==> src/rtl/jzjpcc_uart_pkg.sv <==
// jzjpcc_uart_pkg: shared FSM state type and MMIO field positions for the
// jzjpcc UART transmitter. Optional parity build: JZJPCC_UART_TX_PARITY_EN.
package jzjpcc_uart_pkg;

    typedef enum logic [2:0] {
        ST_IDLE,
        ST_START,
        ST_DATA,
`ifdef JZJPCC_UART_TX_PARITY_EN
        ST_PARITY,
`endif
        ST_STOP
    } uart_tx_state_t;

    // command register fields
    localparam int CMD_DATA_MSB = 7;
    localparam int CMD_TOGGLE_B = 8;

    // status register fields
    localparam int STAT_BUSY_B    = 0;
    localparam int STAT_FULL_B    = 1;
    localparam int STAT_ACK_B     = 8;
    localparam int STAT_COUNT_LSB = 16;

endpackage

==> src/rtl/jzjpcc_uart_fifo.sv <==
// jzjpcc_uart_fifo: synchronous FIFO with registered occupancy count.
// Ports: clock/reset (async high), push/wdata, pop/rdata, full, empty, count.
module jzjpcc_uart_fifo #(
    parameter int DEPTH = 4,
    parameter int WIDTH = 8
) (
    input  logic                     clock,
    input  logic                     reset,
    input  logic                     push,
    input  logic [WIDTH-1:0]         wdata,
    input  logic                     pop,
    output logic [WIDTH-1:0]         rdata,
    output logic                     full,
    output logic                     empty,
    output logic [$clog2(DEPTH):0]   count
);

    localparam int PW = $clog2(DEPTH);

    logic [WIDTH-1:0] mem [DEPTH];
    logic [PW-1:0]    wptr;
    logic [PW-1:0]    rptr;
    logic             do_push;
    logic             do_pop;

    // full/empty come from the registered count, so a push at a full count
    // is refused even if a pop frees a slot on the same edge
    assign full    = (count == (PW + 1)'(DEPTH));
    assign empty   = (count == '0);
    assign do_push = push & ~full;
    assign do_pop  = pop & ~empty;
    assign rdata   = mem[rptr];

    always_ff @(posedge clock or posedge reset) begin
        if (reset) begin
            wptr  <= '0;
            rptr  <= '0;
            count <= '0;
        end else begin
            if (do_push) wptr <= wptr + 1'b1;
            if (do_pop)  rptr <= rptr + 1'b1;
            case ({do_push, do_pop})
                2'b10:   count <= count + 1'b1;
                2'b01:   count <= count - 1'b1;
                default: ;
            endcase
        end
    end

    // storage needs no reset; pointers define what is valid
    always_ff @(posedge clock) begin
        if (do_push) mem[wptr] <= wdata;
    end

endmodule

==> src/rtl/jzjpcc_mmio_uart_tx.sv <==
// jzjpcc_mmio_uart_tx: toggle-handshake MMIO UART transmitter with byte FIFO.
// Ports: clock, reset (async high), command (MMIO out word), status (MMIO in
// word), txd (serial line). Parity build: JZJPCC_UART_TX_PARITY_EN (8E1).
module jzjpcc_mmio_uart_tx
    import jzjpcc_uart_pkg::*;
#(
    parameter int CLOCKS_PER_BIT = 434,
    parameter int FIFO_DEPTH     = 4
) (
    input  logic        clock,
    input  logic        reset,
    input  logic [31:0] command,
    output logic [31:0] status,
    output logic        txd
);

    localparam int BW = $clog2(CLOCKS_PER_BIT);
    localparam int CW = $clog2(FIFO_DEPTH) + 1;
    localparam logic [BW-1:0] BAUD_LAST = BW'(CLOCKS_PER_BIT - 1);

    uart_tx_state_t state;
    logic [BW-1:0]  baud;
    logic [2:0]     bit_idx;
    logic [7:0]     shift;
    logic           ack;
    logic           push;
    logic           pop;
    logic           baud_done;
    logic [7:0]     fifo_data;
    logic           fifo_full;
    logic           fifo_empty;
    logic [CW-1:0]  fifo_count;
    logic           cmd_unused;
`ifdef JZJPCC_UART_TX_PARITY_EN
    logic           parity;
`endif

    assign cmd_unused = ^command[31:CMD_TOGGLE_B+1];

    // ack doubles as the last-seen request toggle
    assign push      = (command[CMD_TOGGLE_B] != ack) & ~fifo_full;
    assign pop       = (state == ST_IDLE) & ~fifo_empty;
    assign baud_done = (baud == BAUD_LAST);

    jzjpcc_uart_fifo #(
        .DEPTH (FIFO_DEPTH),
        .WIDTH (8)
    ) u_fifo (
        .clock (clock),
        .reset (reset),
        .push  (push),
        .wdata (command[CMD_DATA_MSB:0]),
        .pop   (pop),
        .rdata (fifo_data),
        .full  (fifo_full),
        .empty (fifo_empty),
        .count (fifo_count)
    );

    always_ff @(posedge clock or posedge reset) begin
        if (reset) begin
            ack <= 1'b0;
        end else if (push) begin
            ack <= command[CMD_TOGGLE_B];
        end
    end

    always_ff @(posedge clock or posedge reset) begin
        if (reset) begin
            state   <= ST_IDLE;
            baud    <= '0;
            bit_idx <= '0;
            shift   <= '0;
            txd     <= 1'b1;
`ifdef JZJPCC_UART_TX_PARITY_EN
            parity  <= 1'b0;
`endif
        end else begin
            unique case (state)
                ST_IDLE: begin
                    if (!fifo_empty) begin
                        shift   <= fifo_data;
                        baud    <= '0;
                        bit_idx <= '0;
                        txd     <= 1'b0;
                        state   <= ST_START;
`ifdef JZJPCC_UART_TX_PARITY_EN
                        parity  <= ^fifo_data;
`endif
                    end
                end
                ST_START: begin
                    if (baud_done) begin
                        baud  <= '0;
                        txd   <= shift[0];
                        state <= ST_DATA;
                    end else begin
                        baud <= baud + 1'b1;
                    end
                end
                ST_DATA: begin
                    if (baud_done) begin
                        baud <= '0;
                        if (bit_idx == 3'd7) begin
`ifdef JZJPCC_UART_TX_PARITY_EN
                            txd   <= parity;
                            state <= ST_PARITY;
`else
                            txd   <= 1'b1;
                            state <= ST_STOP;
`endif
                        end else begin
                            // txd takes the next bit as the shift happens
                            shift   <= shift >> 1;
                            txd     <= shift[1];
                            bit_idx <= bit_idx + 1'b1;
                        end
                    end else begin
                        baud <= baud + 1'b1;
                    end
                end
`ifdef JZJPCC_UART_TX_PARITY_EN
                ST_PARITY: begin
                    if (baud_done) begin
                        baud  <= '0;
                        txd   <= 1'b1;
                        state <= ST_STOP;
                    end else begin
                        baud <= baud + 1'b1;
                    end
                end
`endif
                ST_STOP: begin
                    if (baud_done) begin
                        baud  <= '0;
                        state <= ST_IDLE;
                    end else begin
                        baud <= baud + 1'b1;
                    end
                end
                default: state <= ST_IDLE;
            endcase
        end
    end

    always_comb begin
        status = '0;
        status[STAT_BUSY_B] = (state != ST_IDLE) | (fifo_count != '0);
        status[STAT_FULL_B] = fifo_full;
        status[STAT_ACK_B]  = ack;
        status[STAT_COUNT_LSB +: 8] = 8'(fifo_count);
    end

endmodule

==> config.mk <==
export PLATFORM = sky130hd
export DESIGN_NAME = jzjpcc_mmio_uart_tx
export DESIGN_NICKNAME = d
export VERILOG_FILES = /design/src/rtl/jzjpcc_uart_pkg.sv /design/src/rtl/jzjpcc_uart_fifo.sv /design/src/rtl/jzjpcc_mmio_uart_tx.sv
export SDC_FILE = /design/constraint.sdc
export NUM_CORES = 1
export LEC_CHECK = 0
export CORE_MARGIN = 2
export CORE_UTILIZATION = 49
export CTS_BUF_LIST = sky130_fd_sc_hd__clkbuf_4 sky130_fd_sc_hd__clkbuf_8 sky130_fd_sc_hd__clkbuf_16
export CTS_CLUSTER_SIZE = 16
export DETAILED_ROUTE_END_ITERATION = 7
export PLACE_DENSITY_LB_ADDON = 0.25
export SYNTH_ARGS = -nofsm -noshare
export SYNTH_HDL_FRONTEND = slang
export SYNTH_SLANG_ARGS = --single-unit
export TNS_END_PERCENT = 30
==> constraint.sdc <==
create_clock -name clock -period 2.59 [get_ports clock]
set_input_delay 0.518 -clock clock [delete_from_list [all_inputs] [get_ports clock]]
set_output_delay 0.518 -clock clock [all_outputs]
set_load 0.005 [all_outputs]
==> results of run 1 <==
[through the flow]
step	area (sq um)	setup slack (ps)	hold WS, ps	util	instances
detailed placement	3330	253	495	0.531	331
global route	3570	14.0	534	0.569	348
CTS	3560	43.6	521	0.567	347
floorplan	3250	410	477	-	262
finish	3570	134	516	0.569	348
global placement	3330	270	488	0.531	331
[metal layers]
metal	routed length, um	part of all wire	global-route usage	up-vias
met5	0	0	0	-
met4	82	0.017	0.0704	0
met1	2140	0.45	0.192	864
met2	2370	0.49	0.240	44
met3	218	0.045	0.0433	9
li1	-	-	-	844
[cells in the mapped netlist (4+ instances only)]
cell	n	area, sq um
buf_4	28	210
nor3_1	6	30.0
mux2_2	11	124
xor2_1	4	35.0
nand2_1	13	48.8
a31oi_1	4	25.0
and2_1	5	31.3
mux2_4	6	90.1
ha_1	14	175
a21oi_1	8	40.0
inv_1	15	56.3
edfxtp_1	32	961
dfrtp_1	30	751
nor2_1	7	26.3
xnor2_1	5	43.8
mux4_2	8	180
o21ai_0	10	50.1
[state kept, by name, summed over array words and instances, names as in the netlist]
signal / count
ack: 1
baud: 9
bit_idx: 3
shift: 8
state: 2
txd: 1
u_fifo.count: 3
u_fifo.mem: 32
u_fifo.rptr: 2
u_fifo.wptr: 2
[final cells by class]
cell class                 instances  area share
clock inverter                     7      0.0291
sequential                        63       0.487
tap                               77      0.0270
multi-input combinational        150       0.340
clock buffer                       9      0.0347
timing repair buffer              25      0.0644
inverter                          17      0.0179
[worst max path at each step]
stage | to | slack, ps | from | depth (start not counted)
6_report | status[0] | 130 | state[0] | 5
5_1_grt | status[0] | 10 | state[0] | 5
4_1_cts | status[0] | 40 | state[0] | 5
3_5_place_dp | u_fifo.count[2] | 250 | command[8] | 10
3_3_place_gp | u_fifo.count[2] | 270 | command[8] | 10
2_1_floorplan | shift[0] | 410 | state[0] | 7
[cells by family (layout without fill, tap and decap cells)]
kind of cell / Yosys count / count (layout) / share of synthesized area
AO/OA/AOI/OAI: 29 / 29 / 0.0571
XOR/XNOR: 9 / 9 / 0.0250
adder cells (fa/ha/maj): 15 / 15 / 0.0619
buffers and inverters: 49 / 58 / 0.0944
flip-flops: 63 / 63 / 0.551
multiplexers: 26 / 26 / 0.128
other: 1 / 26 / 0.00119
AND/OR/NAND/NOR: 45 / 45 / 0.0813
[critical path: stages (launching register included)]
cell             delay [ps]
dfrtp_2                 450
inv_1                   100
ha_2                    220
nor4b_4                 330
inv_2                    60
clkdlybuf4s50_1         440
[power groups by stage]
stage	registers, uW	logic (uW)	clock network [uW]
2_1_floorplan	1570	1310	0
3_3_place_gp	1670	1570	0
3_5_place_dp	1670	1600	0
4_1_cts	1660	1620	986
5_1_grt	1700	1790	1030
6_report	1650	1610	960
[what timing repair did]
item | in CTS | in global routing
setup endpoints to repair | 0 | 1
setup buffers | 0 | 1
gates resized for setup | 0 | 2
endpoints found under the hold margin | 0 | 0
hold buffers | 0 | 0
==> summary.txt, run 1 <==
Layout
  • Filler cells: 531
  • Footprint of the multi-input gates: 1210 sq um
  • Nets: 315
  • Most frequent cells in the layout: 32 x edfxtp_1, 29 x dfrtp_1, 26 x conb_1
  • Reg area: around 1700 sq um
  • Commonest non-fill, non-tap cell in the layout: edfxtp_1
  • Diode count: 0
  • Layout cells sized above 1: 0.210
  • P&R area growth vs syn: 13.2%

Worst setup path
  • CP Data Required Time: between 2000 and 2500 ps
  • R2R Path Start: state[0]
  • R2r setup slk: 430 ps
  • CP Launch Type: register
  • Crit path max fanout: 6
  • Cell depth of the worst flop-to-flop path: 9
  • Reg2reg end: u_fifo.count[2]
  • Worst setup EP type: primary output
  • CP Class: reg -> out
  • Arr. time, crit path: 1940 ps

Route
  • Post-DR vias/cell: slightly above 5
  • DR DRC count: 0
  • Initial detailed-routing violation count: 67
  • Routed via count: 1761
  • Final wirelength: 4.81 mm
  • Antenna-violating nets left: 0
  • DRT Pass-1 Iters: 4
  • Drt wl/cell: ~14 um

Clocking
  • CTS Buf Count: 9
  • Reg clk slew, reported paths: 70 ps
  • Root Driver: clkbuf_8
  • H-tree depth: 3
  • CTS sink count: 63
  • Clock tree buffer depth: 2
  • CTS tree: yes
  • Clk_lat worst skew: 330 ps

STA
  • Setup TNS: 0 ps
  • Final Hold Vio Count: 0
  • Achievable clock frequency: 0.407 GHz
  • Clock Skews: 6.40 ps
  • RSZ-0062 raised after global routing: no
  • Tightest Pin Transition: 647 ps
  • Slew Limit Fails: 0
  • Final worst path period need: between 2000 and 2500 ps
  • Slew HR: 0.569
  • Final period util: 0.948
  • Final setup vio count: 0

Power
  • Design Power: around 4200 uW
  • Switching Share: 0.326
  • Design internal power: 2840 uW
  • PwrDens: 1180 nW/um^2
  • Leak Pwr: 0.00148 uW
  • Logic pwr share: 0.381
  • VDD IR max: between 0.6 and 0.7 mV
  • Reg power frac: 0.392
  • Clock share of power: 0.227
  • Sw power: 1380 uW

Synth
  • Post-Syn Instances: 237
  • Synthesized area: roughly 3200 sq um
  • Register area share after synthesis: 0.551
  • Synthesis Warnings: 0
  • Number of flops mapped to enable cells by yosys: 32
  • Synth Flop Type: edfxtp_1
  • Ys async rst share: 0.492
  • Mean Syn Cell Area: ~13 sq um
  • FF+latch count, synth: 63
  • Netlist cell types: 43

Floorplanning
  • Die Span X: 84.2 um
  • Site Rows: 29
  • Die Span Y: between 80 and 90 um
  • I/O pin count: 67
  • Die area: 7090 sq um
  • Starting Density: 0.502
  • Placeable Area: approximately 6300 sq um

Placed design
  • Gpl congestion: 0.825
  • Dpl hpwl: 3.29 mm
  • # port buffers: 17

Hold path
  • Hold Startpoint: shift[4]
  • WHS Endpoint: shift[4]
  • Hold path depth: 1
  • Worst hold path type: reg -> reg

GRT
  • First-pass GRT wire length: 8.28 mm
  • Number of global-route vias before repair: between 1500 and 2000
  • GRT Total Usage: 0.151
  • Initial antenna violation count: 0
  • Grt total ovfl: 0
  • Pin count of the biggest net entering global routing: 32

Flow run
  • Max cap viols: 0

Outcome
  • Status: finished, final reports clean
No activity file was read; power rests on OpenSTA's default activity.
==> run 2, diff against run 1 <==
--- a/config.mk
+++ b/config.mk
@@ -11,6 +11,7 @@
 export CTS_CLUSTER_SIZE = 16
 export DETAILED_ROUTE_END_ITERATION = 7
 export PLACE_DENSITY_LB_ADDON = 0.25
+export SKIP_LAST_GASP = 1
 export SYNTH_ARGS = -nofsm -noshare
 export SYNTH_HDL_FRONTEND = slang
 export SYNTH_SLANG_ARGS = --single-unit
==> constraint.sdc (replaced) <==
create_clock -name clock -period 2.59 [get_ports clock]
set_input_delay 0.518 -clock clock [delete_from_list [all_inputs] [get_ports clock]]
set_output_delay 0.518 -clock clock [all_outputs]
set_load 0.1 [all_outputs]
==> run 2 against run 1 <==
  * First-iteration DRC count is 57% higher
  * Clock skew hardly changed
  * Non-clock buffer count down 2
  * Sequential cell count stayed put
  * Hold slack lost 3.5 ps
  * Fmax up 0.64%
  * Critical path depth stayed put
  * Power is 13% higher
  * Die area stayed put
  * Largest cell class unchanged
==> summary.txt, run 2 (synthesis results as in run 1) <==
Worst setup path
  • Worst setup EP type: primary output (unchanged)
  • Slowest CP cell: dfrtp_1 (was dfrtp_2)
  • CP Data Required Time: 2070 ps (about the same)
  • Arr. time, crit path: 1920 ps (was 1940 ps)
  • CP Launch Type: register (unchanged)
  • CP Class: reg -> out (unchanged)
  • Delay-heaviest family, CP: buffers and inverters (unchanged)
  • Worst Path Buf+Inv: 3 (unchanged)
  • Crit path max fanout: 7 (was 6)
  • Slowest Stage Delay on Critical Path: 450 ps (about the same)
  • CP Cell Sequence: inv_1, ha_1, nor4b_4, inv_2, buf_12 (was inv_1, ha_2, nor4b_4, inv_2, clkdlybuf4s50_1)

GRT
  • Number of global-route vias before repair: 1685 (was 1767)
  • GRT Total Usage: 0.147 (was 0.151)
  • Pin count of the biggest net entering global routing: 32 (unchanged)
  • First-pass GRT wire length: 8.07 mm (was 8.28 mm)
  • Grt total ovfl: 0 (unchanged)
  • Initial antenna violation count: 0 (unchanged)

STA
  • Clock Skews: 6.60 ps (was 6.40 ps)
  • Slew Limit Fails: 0 (unchanged)
  • RSZ-0062 raised after global routing: no (unchanged)
  • Slew HR: 0.593 (was 0.569)
  • Hold WS: 512 ps (was 516 ps)
  • Achievable clock frequency: 0.410 GHz (was 0.407 GHz)
  • PnR worst setup slack: 150 ps (was 134 ps)
  • Tightest Pin Transition: 611 ps (was 647 ps)
  • Final period util: 0.942 (was 0.948)
  • Final worst path period need: 2440 ps (was 2460 ps)
  • Final setup vio count: 0 (unchanged)
  • Final Hold Vio Count: 0 (unchanged)

Placed design
  • Setup WS pre-CTS: 231 ps (was 253 ps)
  • Dpl hpwl: 3.28 mm (was 3.29 mm)
  • # port buffers: 17 (unchanged)
  • Gpl congestion: 0.844 (was 0.825)

Route
  • DRT Pass-1 Iters: 5 (was 4)
  • Post-DR vias/cell: 5.03 (was 5.06)
  • Initial detailed-routing violation count: 105 (was 67)
  • Drt wl/cell: 13.8 um (about the same)
  • Routed via count: 1740 (was 1761)
  • DR DRC count: 0 (unchanged)
  • Antenna-violating nets left: 0 (unchanged)
  • Final wirelength: 4.78 mm (was 4.81 mm)

Hold path
  • Worst hold path type: reg -> reg (unchanged)

Clocking
  • Reg clk slew, reported paths: 70 ps (about the same)
  • # Post-CTS Setup Buffers: 0 (unchanged)
  • Clk_lat worst skew: 340 ps (was 330 ps)
  • H-tree depth: 3 (unchanged)
  • CTS tree: yes (unchanged)
  • Clock tree buffer depth: 2 (unchanged)
  • Cts repair resizes: 0 (unchanged)
  • CTS sink count: 63 (unchanged)
  • CTS Buf Count: 9 (unchanged)
  • CTS Hold Buffers Added: 0 (unchanged)
  • Root Driver: clkbuf_8 (unchanged)

Floorplanning
  • Placeable Area: 6280 sq um (unchanged)
  • I/O pin count: 67 (unchanged)
  • Site Rows: 29 (unchanged)
  • Die Span X: 84.2 um (unchanged)
  • Die area: 7090 sq um (unchanged)
  • Die Span Y: 84.2 um (unchanged)
  • Starting Density: 0.502 (unchanged)

Layout
  • Diode count: 0 (unchanged)
  • Layout cells sized above 1: 0.230 (was 0.210)
  • Nets: 313 (was 315)
  • Top reg by flops: u_fifo.mem (unchanged)
  • Largest registers: u_fifo.mem: 32 flops, baud: 9 flops, shift: 8 flops (unchanged)
  • Max FFs per register: 32 (unchanged)
  • Commonest non-fill, non-tap cell in the layout: edfxtp_1 (unchanged)
  • P&R area growth vs syn: 13.1% (was 13.2%)
  • Most frequent cells in the layout: 32 x edfxtp_1, 28 x dfrtp_1, 26 x conb_1 (was 32 x edfxtp_1, 29 x dfrtp_1, 26 x conb_1)

Power
  • VDD IR max: 0.888 mV (was 0.686 mV)
  • Leak Pwr: 0.00149 uW (was 0.00148 uW)
  • PwrDens: 1340 nW/um^2 (was 1180 nW/um^2)

Flow run
  • Max cap viols: 0 (unchanged)

Outcome
  • Status: finished, final reports clean (unchanged)
## run 2: metal layers
metal	track usage	wire length (um)
met1	0.199	2300
met2	0.227	2250
met3	0.0295	161
met4	0.0748	66
met5	0	0
## run 2: layout make-up
cell class	instances	area, sq um
Sequential cell	63	1740
Clock inverter	7	120
Timing Repair Buffer	23	210
Fill cell	540	2710
Clock buffer	9	124
Inverter	17	63.8
Tap cell	77	96.3
Multi-Input combinational cell	150	1210
## run 2: final timing paths
path | start | endpoint | slack (ps) | cells after the start
max in group asynchronous | reset | txd | 1700 | 3
min | shift[4] | shift[4] | 510 | 1
max reg2reg | state[0] | u_fifo.count[2] | 320 | 9
min reg2reg | shift[4] | shift[4] | 510 | 1
min in group asynchronous | reset | ack | 550 | 3
max | state[0] | status[0] | 150 | 5
## run 2: report_power, final
| group | leakage (uW) | switching (uW) | internal, uW |
|---|---|---|---|
| clock | 0.000120 | 413 | 643 |
| sequential | 0.000675 | 249 | 1400 |
| combinational | 0.000695 | 1200 | 869 |
| total | 0.00149 | 1860 | 2910 |
## run 2: per-stage QoR
stage	TNS, ps	cells	total power [uW]	util	cell area, sq um
6_report	0	346	4780	0.568	3570
5_1_grt	0	346	5070	0.568	3570
4_1_cts	0	346	4820	0.568	3570
3_5_place_dp	0	330	3770	0.529	3320
3_3_place_gp	0	330	3730	0.529	3320
2_1_floorplan	-169	262	3390	-	3250
